[config.mk]
export PLATFORM = sky130hd
export DESIGN_NAME = aes_host_bridge
export DESIGN_NICKNAME = d
export VERILOG_FILES = /design/src/rtl/aes_host_bridge_pkg.sv /design/src/rtl/aes_host_bridge_word_shifter.sv /design/src/rtl/aes_host_bridge.sv
export SDC_FILE = /design/constraint.sdc
export NUM_CORES = 1
export LEC_CHECK = 0
export ABC_AREA = 1
export CAP_MARGIN = 5
export CORE_ASPECT_RATIO = 0.9
export CORE_MARGIN = 3
export CORE_UTILIZATION = 53
export CTS_CLUSTER_DIAMETER = 60
export CTS_CLUSTER_SIZE = 30
export DETAILED_ROUTE_END_ITERATION = 16
export GPL_ROUTABILITY_DRIVEN = 1
export PLACE_DENSITY = 0.85
export SETUP_SLACK_MARGIN = 0.4
export SKIP_LAST_GASP = 1
export SYNTH_ARGS = -nofsm -noshare
export SYNTH_HDL_FRONTEND = slang
export SYNTH_SLANG_ARGS = --single-unit
[constraint.sdc]
create_clock -name clk -period 3.7 [get_ports clk]
set_clock_uncertainty 0.15 [all_clocks]
set_input_delay 0.74 -clock clk [delete_from_list [all_inputs] [get_ports clk]]
set_output_delay 0.74 -clock clk [all_outputs]
set_load 0.01 [all_outputs]
[src/rtl/aes_host_bridge_pkg.sv]
// Shared definitions for the AES host bridge.
// Contents: stream word type encodings, the block size in 16-bit words,
// the bridge state enum and a helper that classifies command types.
package aes_host_bridge_pkg;

  localparam logic [1:0] TYPE_DATA       = 2'b00;
  localparam logic [1:0] TYPE_KEY        = 2'b01;
  localparam int         WORDS_PER_BLOCK = 8;

  typedef enum logic [2:0] {
    ST_IDLE     = 3'd0,
    ST_WAIT_RDY = 3'd1,
    ST_SEND     = 3'd2,
    ST_COLLECT  = 3'd3,
    ST_RESP     = 3'd4
  } state_t;

  // True for the two command types the core understands.
  function automatic logic is_known_type(input logic [1:0] t);
    return (t == TYPE_DATA) || (t == TYPE_KEY);
  endfunction

endpackage

[src/rtl/aes_host_bridge_word_shifter.sv]
// 128-bit load / MSW-first shift register with a 3-bit word counter.
// Ports:
//   clk, rst        clock and synchronous active-high reset
//   load, load_data parallel load; also clears the word counter
//   shift, shift_in shift left by one 16-bit word, shift_in enters the LSW
//   data            current register contents (MSW is data[127:112])
//   count           number of shifts since the last load, modulo 8
module aes_word_shifter
  import aes_host_bridge_pkg::*;
(
  input  logic         clk,
  input  logic         rst,
  input  logic         load,
  input  logic [127:0] load_data,
  input  logic         shift,
  input  logic [15:0]  shift_in,
  output logic [127:0] data,
  output logic [2:0]   count
);

  // Shift register and word counter; load takes priority over shift.
  always_ff @(posedge clk) begin
    if (rst) begin
      data  <= 128'h0;
      count <= 3'd0;
    end else if (load) begin
      data  <= load_data;
      count <= 3'd0;
    end else if (shift) begin
      data  <= {data[111:0], shift_in};
      count <= count + 3'd1;
    end else begin
      data  <= data;
      count <= count;
    end
  end

endmodule

[src/rtl/aes_host_bridge.sv]
// Host-side initiator for the AES core 16-bit stream interface.
// A 128-bit key or data command is serialised MSW first as 8 words on
// data_in; for data commands the 8 result words on data_out are then
// gathered into one 128-bit response.
// Ports:
//   clk, rst                         clock, synchronous active-high reset
//   cmd_valid/cmd_ready/cmd_type/cmd_mode/cmd_data   host command
//   data_in_valid/data_in_type/data_in               words toward the core
//   crypto_mode                      latched direction for the operation
//   crypto_ready                     core ready for a data block
//   data_out_valid/data_out_type/data_out            result words from core
//   rsp_valid/rsp_ready/rsp_type/rsp_data            host response
//   timeout                          one-cycle pulse on abandoned collect
module aes_host_bridge
  import aes_host_bridge_pkg::*;
#(
  parameter int TIMEOUT_CYCLES = 1024,
  parameter int TW             = 11
) (
  input  logic         clk,
  input  logic         rst,
  input  logic         cmd_valid,
  output logic         cmd_ready,
  input  logic [1:0]   cmd_type,
  input  logic         cmd_mode,
  input  logic [127:0] cmd_data,
  output logic         data_in_valid,
  output logic [1:0]   data_in_type,
  output logic [15:0]  data_in,
  output logic         crypto_mode,
  input  logic         crypto_ready,
  input  logic         data_out_valid,
  input  logic         data_out_type,
  input  logic [15:0]  data_out,
  output logic         rsp_valid,
  input  logic         rsp_ready,
  output logic         rsp_type,
  output logic [127:0] rsp_data,
  output logic         timeout
);

  localparam logic [2:0] LAST_WORD = 3'(WORDS_PER_BLOCK - 1);

  state_t         state;
  state_t         state_next;
  logic [1:0]     typ_q;
  logic           mode_q;
  logic           rsp_type_q;
  logic [TW-1:0]  tcnt;
  logic           accept;
  logic           tmo_hit;
  logic           coll_word;
  logic           coll_load;
  logic [127:0]   ser_data;
  logic [2:0]     ser_cnt;
  logic [127:0]   coll_data;
  logic [2:0]     coll_cnt;
  logic           unused_ser_bits;

  assign accept    = (state == ST_IDLE) && cmd_valid;
  assign tmo_hit   = (TIMEOUT_CYCLES != 0) && (tcnt == TW'(TIMEOUT_CYCLES));
  // A word arriving in the same cycle the timeout fires is dropped with
  // the rest of the abandoned block.
  assign coll_word = (state == ST_COLLECT) && data_out_valid && !tmo_hit;
  // Keep the collector zeroed whenever no result is being gathered or
  // presented, so an abandoned partial result never leaks into the next one.
  assign coll_load = (state != ST_COLLECT) && (state != ST_RESP);

  // Only the outgoing MSW of the serialiser is ever observed.
  assign unused_ser_bits = ^ser_data[111:0];

  aes_word_shifter u_ser (
    .clk       (clk),
    .rst       (rst),
    .load      (accept),
    .load_data (cmd_data),
    .shift     (state == ST_SEND),
    .shift_in  (16'h0000),
    .data      (ser_data),
    .count     (ser_cnt)
  );

  aes_word_shifter u_coll (
    .clk       (clk),
    .rst       (rst),
    .load      (coll_load),
    .load_data (128'h0),
    .shift     (coll_word),
    .shift_in  (data_out),
    .data      (coll_data),
    .count     (coll_cnt)
  );

  // State register.
  always_ff @(posedge clk) begin
    if (rst) begin
      state <= ST_IDLE;
    end else begin
      state <= state_next;
    end
  end

  // Next-state logic.
  always_comb begin
    state_next = state;
    case (state)
      ST_IDLE: begin
        if (cmd_valid && is_known_type(cmd_type)) begin
          state_next = (cmd_type == TYPE_KEY) ? ST_SEND : ST_WAIT_RDY;
        end else begin
          state_next = ST_IDLE;
        end
      end
      ST_WAIT_RDY: begin
        if (crypto_ready) begin
          state_next = ST_SEND;
        end else begin
          state_next = ST_WAIT_RDY;
        end
      end
      ST_SEND: begin
        if (ser_cnt == LAST_WORD) begin
          state_next = (typ_q == TYPE_KEY) ? ST_IDLE : ST_COLLECT;
        end else begin
          state_next = ST_SEND;
        end
      end
      ST_COLLECT: begin
        if (tmo_hit) begin
          state_next = ST_IDLE;
        end else if (coll_word && (coll_cnt == LAST_WORD)) begin
          state_next = ST_RESP;
        end else begin
          state_next = ST_COLLECT;
        end
      end
      ST_RESP: begin
        if (rsp_ready) begin
          state_next = ST_IDLE;
        end else begin
          state_next = ST_RESP;
        end
      end
      default: state_next = ST_IDLE;
    endcase
  end

  // Command attributes latched at acceptance, held for the operation.
  always_ff @(posedge clk) begin
    if (rst) begin
      typ_q  <= 2'b00;
      mode_q <= 1'b0;
    end else if (accept) begin
      typ_q  <= cmd_type;
      mode_q <= cmd_mode;
    end else begin
      typ_q  <= typ_q;
      mode_q <= mode_q;
    end
  end

  // Inter-word idle counter: cleared outside COLLECT and on every word,
  // frozen once it reaches the limit (the state leaves COLLECT next edge).
  always_ff @(posedge clk) begin
    if (rst) begin
      tcnt <= '0;
    end else if ((state != ST_COLLECT) || coll_word) begin
      tcnt <= '0;
    end else if ((TIMEOUT_CYCLES != 0) && !tmo_hit) begin
      tcnt <= tcnt + TW'(1);
    end else begin
      tcnt <= tcnt;
    end
  end

  // Response type comes from the first result word of the block.
  always_ff @(posedge clk) begin
    if (rst) begin
      rsp_type_q <= 1'b0;
    end else if (coll_word && (coll_cnt == 3'd0)) begin
      rsp_type_q <= data_out_type;
    end else begin
      rsp_type_q <= rsp_type_q;
    end
  end

  // Outputs decoded from registered state; stream and response buses are
  // forced to zero when not valid.
  always_comb begin
    cmd_ready     = 1'b0;
    data_in_valid = 1'b0;
    data_in_type  = 2'b00;
    data_in       = 16'h0000;
    crypto_mode   = mode_q;
    rsp_valid     = 1'b0;
    rsp_type      = 1'b0;
    rsp_data      = 128'h0;
    timeout       = 1'b0;
    case (state)
      ST_IDLE: begin
        cmd_ready = 1'b1;
      end
      ST_SEND: begin
        data_in_valid = 1'b1;
        data_in_type  = typ_q;
        data_in       = ser_data[127:112];
      end
      ST_COLLECT: begin
        timeout = tmo_hit;
      end
      ST_RESP: begin
        rsp_valid = 1'b1;
        rsp_type  = rsp_type_q;
        rsp_data  = coll_data;
      end
      default: begin
        cmd_ready = 1'b0;
      end
    endcase
  end

endmodule

**Yosys cells after proc, flatten, opt, wreduce, memory -nomap -nowiden**

Cells that the tools add are included.

- Reductions and logical operators: 17
- Add/subtract/negate cells: 3
- Multiplexer cells: 19
- Equality and inequality tests: 11

Operators with widths:

| operator | number |
|---|---|
| $mux W128 | 3 |
| $mux W16 | 1 |
| $pmux W3 S5 | 1 |
| $mux W2 | 6 |
| $add A11 B1 Y11 const B | 1 |
| $eq A11 B11 Y1 const B | 1 |
| $eq A3 B3 Y1 const B | 3 |
| $mux W3 | 3 |
| $logic_and A1 B1 Y1 | 7 |
| $add A3 B1 Y3 const B | 2 |
| $eq A3 B2 Y1 const B | 2 |
| $logic_not A3 Y1 | 2 |
| $reduce_or A2 Y1 | 3 |
| $mux W1 | 5 |
| $eq A2 B1 Y1 const B | 2 |
| $eq A3 B1 Y1 const B | 1 |
| $ne A3 B2 Y1 const B | 1 |
| $ne A3 B3 Y1 const B | 1 |
| $logic_not A2 Y1 | 1 |
| $logic_or A1 B1 Y1 | 2 |
| $reduce_bool A2 Y1 | 1 |
| $logic_not A1 Y1 | 1 |

- Input bits: 154
- Logic and storage cells: 59
- Bits in registers: 280

**Logic depth before layout (Yosys ltp)**

Gate-level depths: netlist of run 1.

- Word-level depth: 7
- Depth in mapped cells: 10

**Hierarchy**

Synthesis of run 1 repeated with hierarchy kept, for this count alone.

- Cells, all modules: 2452
- Area total of the unflattened synthesis: 15595.0 µm²

Modules (own cells, without submodules):

| module | times used | cells an instance | area an instance (µm²) |
|---|---|---|---|
| aes_word_shifter | 2 | 995 | 6502.5 |
| aes_host_bridge | 1 | 462 | 2590.0 |

**Least setup slack after synthesis of run 1**

OpenSTA, ideal clock, no wires.

- Path kind: reg-to-output
- Start point: register state[0]
- End point: output port rsp_valid
- Data required time: 2.810 ns
- Path slack: 1.571 ns
- Cell stages (with the launch flop): 6
- Arrival time: 1.239 ns
- Buffers on the path: 2
- Cells stage by stage: dfxtp_1 -> nor2_2 -> nand2_1 -> clkbuf_1 -> clkbuf_1 -> inv_1

- Cells in the longest elaborated chain, start to end: 2

RTL lines:

| what | line | RTL |
|---|---|---|
| start: declaration | aes_host_bridge.sv:44 | `state_t state;` |
| start signal: assignment | aes_host_bridge.sv:99 | `state <= state_next;` |
| $eq A3 B3 Y1 | aes_host_bridge.sv:199 | `case (state)` |
| $mux W1 | aes_host_bridge.sv:199 |  |
| end: declaration | aes_host_bridge.sv:35 | `output logic rsp_valid,` |

Every way passes these cells.

**Final worst setup path of run 1**

- Start point: register state[1]
- End point: output port rsp_data[40]

- Cells in the longest elaborated chain, start to end: 2

RTL lines:

| what | line | RTL |
|---|---|---|
| $eq A3 B3 Y1 | aes_host_bridge.sv:199 |  |
| $mux W128 | aes_host_bridge.sv:199 |  |
| end: declaration | aes_host_bridge.sv:38 | `output logic [127:0] rsp_data,` |

Every way passes these cells.

==> impl_metrics.tcl, run 1 <==
set metrics [dict create \
    cts_buffers 18 \
    coreArea_mm2 0.0220 \
    path_max_fanout 58 \
    die_area_mm2 0.0245 \
    end_kind "primary output" \
    portBuffers 305 \
    clk_pin_slew_ps 90 \
    synth_area_leaders "dfxtp_1 47%, nand2_1 16%, a21oi_1 6.7%, a31oi_1 5.8%, nand3_1 5.8%" \
    ir_drop_mv 0.288 \
    p_sw_uw 1570 \
    synth_edf_count 0 \
    hold_violations 0 \
    drc 0 \
    clk_path_buf_depth 3 \
    synth_top_area_share_pct 46.7 \
    critical_path_class "reg -> out" \
    final_cells 2248 \
    seqPwrFrac_pct 53.7 \
    num-fill-cells 1757 \
    wl_per_cell_um 15.2 \
    root_buffer "clkbuf_16" \
    chipHeight_um 149 \
    drt-vias-per-instance 5.27 \
    fp.dieW_um 165 \
    ys_seq_area_share_pct 46.7 \
    status "completed" \
    grt_pass1_vias 10800 \
    netlist_area_mm2 0.0120 \
    cts.sinks 280 \
    grt_pass1_wl_um 53900 \
    seqCellArea_mm2 0.00561 \
    vias 11900 \
    dp_hpwl_um 22500 \
    synthCells 1730 \
    max_cap_viol_count 0 \
    setup_viol 0 \
    place_area_mm2 0.0150 \
    fin_crit_ps 3160 \
    dp.cells 2211 \
    pwr-share-comb_pct 9.6 \
    final_common_cell "nand2_1" \
    antenna_found_initial 4 \
    clkPwrFrac_pct 36.7 \
    ant_nets 0 \
    final_area_mm2 0.0157 \
    hold_path.class "reg -> reg" \
    leakagePower_uw 0.00485 \
    final_nets 2103 \
    num_rows 51 \
    dpl_worst_slack_ps 965 \
    multi_input_area_mm2 0.00516 \
    grtUsageTotal_pct 26.3 \
    start_kind "flop" \
    tightest_slew_ps 738 \
    critPathArrivalTime_ps 2270 \
    cts-htree-levels 1 \
    timing.setup.tns_ps 0 \
    cts_tree "built" \
    ys_types 25 \
    fin_ws_ps 539 \
    worstPathRequired_ps 2810 \
    clk_latency_ps 520 \
    synth_warnings 0 \
    synth_nets 1891 \
    post-route-period-util_pct 85.4 \
    async_flop_share_pct 0 \
    rsz0062_at_grt "false" \
    p_sw_share_pct 26.3 \
    syn2layout_area_growth_pct 30.7 \
    drt_iter0_drc 1306 \
    maxSlewHeadroom_pct 50.8 \
    place_congestion 0.872 \
    dr.pass1.iters 7 \
    io_pins 306 \
    drive_gt1_share_pct 3.38 \
    final_cell_mix "524 x nand2_1, 304 x clkdlybuf4s50_1, 280 x dfxtp_1" \
    avgSynthCellArea_um2 6.94 \
    maxSlewViolCount 0 \
    grt_max_degree 135 \
    ff2ff_setup_slack_ps 1000 \
    start_util_pct 54.7 \
    p_int_uw 4390 \
    overflow 0 \
    p_per_area_mw_per_mm2 379 \
    fmax_mhz 316 \
    synth_top_flop_cell "dfxtp_1" \
    ys_ff_latch 280 \
    wl_um 34200 \
    synth.largest_area_cell "dfxtp_1" \
]
## state kept, by name (all words and copies together) (netlist names)
name / cells
u_ser.count: 3
u_coll.count: 3
crypto_mode: 1
typ_q: 2
rsp_type_q: 1
tcnt: 11
state: 3
u_ser.data: 128
u_coll.data: 128
## critical path: stages (launching register included)
cell,delay (ps)
dfxtp_1,380
nor2_2,220
nand2_4,130
buf_16,210
nor2_1,180
clkdlybuf4s50_1,590
## synth_stat cells (all sizes together) (4+ instances only)
cell    count
nand2     528
nand4       4
nand3     143
or2         4
nor2      169
xor2        4
clkbuf     48
nor3        7
inv       174
a31oi     112
buf        80
o21ai       5
a21oi     162
dfxtp     280
ha          7
## routing by layer
metal | vias to the layer above | track usage (%) | routed length [um] | share of wire (%)
met1 | 5394 | 37.4 | 15000 | 44
li1 | 5939 | - | - | -
met3 | 59 | 4.00 | 2300 | 6.7
met2 | 457 | 41.7 | 16000 | 47
met5 | - | 0 | 13 | 0.038
met4 | 2 | 7.67 | 874 | 2.6
## through the flow
step                power, uW  hold WS, ps  util (%)
floorplan                3570          289         -
global placement         3820          299      68.4
detailed placement       3830          303      68.4
CTS                      5980          316      71.3
global route             6170          333      71.5
finish                   5960          313      71.5
## final cells by class
cell class	instances	share of cell area, %
flip-flops and latches	280	35.7
multi-input cells	1148	32.9
repair buffers	320	20.9
inverters	174	4.20
clock buffers	18	2.87
well taps	291	2.32
clock inverters	14	1.12
diodes	3	0.0478
## timing repair
item | in CTS | in global routing
endpoints found under the setup margin | 0 | 76
gates resized for setup | 0 | 2
hold buffers | 0 | 0
setup buffers | 0 | 1
## path summary, 6_finish.rpt
check | startpoint | end | cells past startpoint
setup / recovery | state[1] | rsp_data[40] | 5
hold reg to reg | u_ser.data[14] | u_ser.data[14] | 2
hold / removal | u_ser.data[14] | u_ser.data[14] | 2
setup reg to reg | tcnt[0] | u_coll.data[44] | 9
## power groups by stage
stage | sequential (uW) | combinational, uW | clock (uW)
after CTS | 3190 | 572 | 2210
after global placement | 3260 | 557 | 0
after floorplan | 3240 | 326 | 0
final | 3200 | 573 | 2190
after detailed placement | 3260 | 569 | 0
after global routing | 3210 | 633 | 2330
## cell families (layout without fill, tap and decap cells)
| logic type | Yosys count | after routing | synth area share [%] |
|---|---|---|---|
| fa+ha+maj | 7 | 7 | 0.729 |
| simple gates | 856 | 856 | 28.8 |
| compound gates | 280 | 280 | 12.9 |
| flops | 280 | 280 | 46.7 |
| buf+inv | 302 | 526 | 10.6 |
| other cells | 0 | 3 | 0 |
| xor+xnor | 5 | 5 | 0.364 |
(Power assumes the default switching activity.)
==> inputs of run 2 (changes only) <==
Settings changed: CAP_MARGIN 5 to not set, REMOVE_ABC_BUFFERS set to 1.
==> impl_metrics.tcl, run 2 (synthesis results as in run 1) <==
set metrics [dict create \
    grt_pass1_wl_um 51600 \
    antenna_found_initial 5 \
    root_buffer "clkbuf_16" \
    final_nets 2103 \
    setup_viol 0 \
    drc 0 \
    dp_hpwl_um 21000 \
    leakagePower_uw 0.00485 \
    portBuffers 305 \
    grtUsageTotal_pct 25.1 \
    hold_path.class "reg -> reg" \
    grt_pass1_vias 10900 \
    grt_max_degree 135 \
    p_per_area_mw_per_mm2 379 \
    post-route-period-util_pct 86.0 \
    die_area_mm2 0.0245 \
    ir_drop_mv 0.550 \
    rsz0062_at_grt "false" \
    num-fill-cells 1802 \
    cts_buffers 18 \
    fmax_mhz 314 \
    maxSlewHeadroom_pct 46.7 \
    p_total_uw 5970 \
    worstPathRequired_ps 2810 \
    overflow 0 \
    fp.dieW_um 165 \
    clk_latency_ps 510 \
    wl_um 32800 \
    status "completed" \
    chipHeight_um 149 \
    critPathArrivalTime_ps 2290 \
    final_cell_mix "524 x nand2_1, 304 x clkdlybuf4s50_1, 280 x dfxtp_1" \
    dp.cells 2210 \
    multi_input_area_mm2 0.00519 \
    drive_gt1_share_pct 3.38 \
    syn2layout_area_growth_pct 31.1 \
    fin_crit_ps 3180 \
    tightest_slew_ps 799 \
    coreArea_mm2 0.0220 \
    cts_hold_buf 0 \
    dr.pass1.iters 8 \
    start_util_pct 54.7 \
    drt_iter0_drc 1118 \
    max_cap_viol_count 0 \
    clk_path_buf_depth 3 \
    reg.largest.list "u_coll.data: 128 flops, u_ser.data: 128 flops, tcnt: 11 flops" \
    cts-htree-levels 1 \
    vias 11700 \
    final_cells 2250 \
    path_max_fanout 24 \
    final_common_cell "nand2_1" \
    maxSlewViolCount 0 \
    end_kind "primary output" \
    cts_tree "built" \
    ant_nets 0 \
    io_pins 306 \
    cts.sinks 280 \
    critical_path_class "reg -> out" \
    clk_pin_slew_ps 90 \
    num_rows 51 \
    start_kind "flop" \
    place_congestion 0.850 \
    wl_per_cell_um 14.6 \
    drt-vias-per-instance 5.21 \
    hold_violations 0 \
    seqCellArea_mm2 0.00561 \
]
run 2: cell count changes in the layout (fill, tap and decap cells not counted), sizes merged:
cell	delta
nand2	+1
inv	-4
clkbuf	+1
clkinvlp	+1
clkinv	+2
diode	+2
buf	-1
run 2: critical path, stage by stage, from the launching register on:
cell	delay [ps]
dfxtp_1	420
inv_2	180
nand3_4	300
nor2_1	300
clkdlybuf4s50_1	580
run 2: final timing paths:
check / cells after the start / endpoint / start / slack (ps)
worst max-delay path: 4 / data_in[12] / state[2] / 520
worst min-delay path: 2 / u_ser.data[13] / u_ser.data[13] / 320
worst max register to register: 9 / u_coll.data[4] / tcnt[0] / 890
worst min register to register: 2 / u_ser.data[13] / u_ser.data[13] / 320
run 2: report_power, final:
group | total (uW) | switching [uW] | internal, uW
Sequential | 3190 | 61.7 | 3130
Combinational | 574 | 302 | 271
Clock | 2210 | 1180 | 1030
Total | 5970 | 1540 | 4430
run 2: what timing repair did:
item	in CTS	in global routing
pin swaps	0	2
gates resized for setup	3	1
hold endpoints to repair	0	0
cloned	0	2
setup buffers	0	1
setup endpoints to repair	92	59
run 2: layout make-up:
type	instances	area share, %
well taps	291	2.31
clock buffers	19	3.02
multi-input cells	1149	32.9
diodes	5	0.0794
inverters	174	4.18
flip-flops and latches	280	35.6
repair buffers	319	20.7
clock inverters	13	1.14
run 2: through the flow:
step	hold WS [ps]	setup WS [ps]	util (%)	area [um2]	setup TNS, ps
after floorplan	285	-2200	-	11400	-381070
after global placement	298	861	68.4	15000	0
after detailed placement	304	830	68.4	15000	0
after CTS	316	412	71.5	15700	0
after global routing	332	443	71.8	15800	0
final	316	518	71.8	15800	0
run 2: routing by layer:
layer	global-route usage [%]	wire (um)	vias up
met3	3.75	1670	76
met1	31.7	13600	5383
li1	-	-	5924
met2	42.8	16300	350
met5	0	0	-
met4	10.8	1260	0
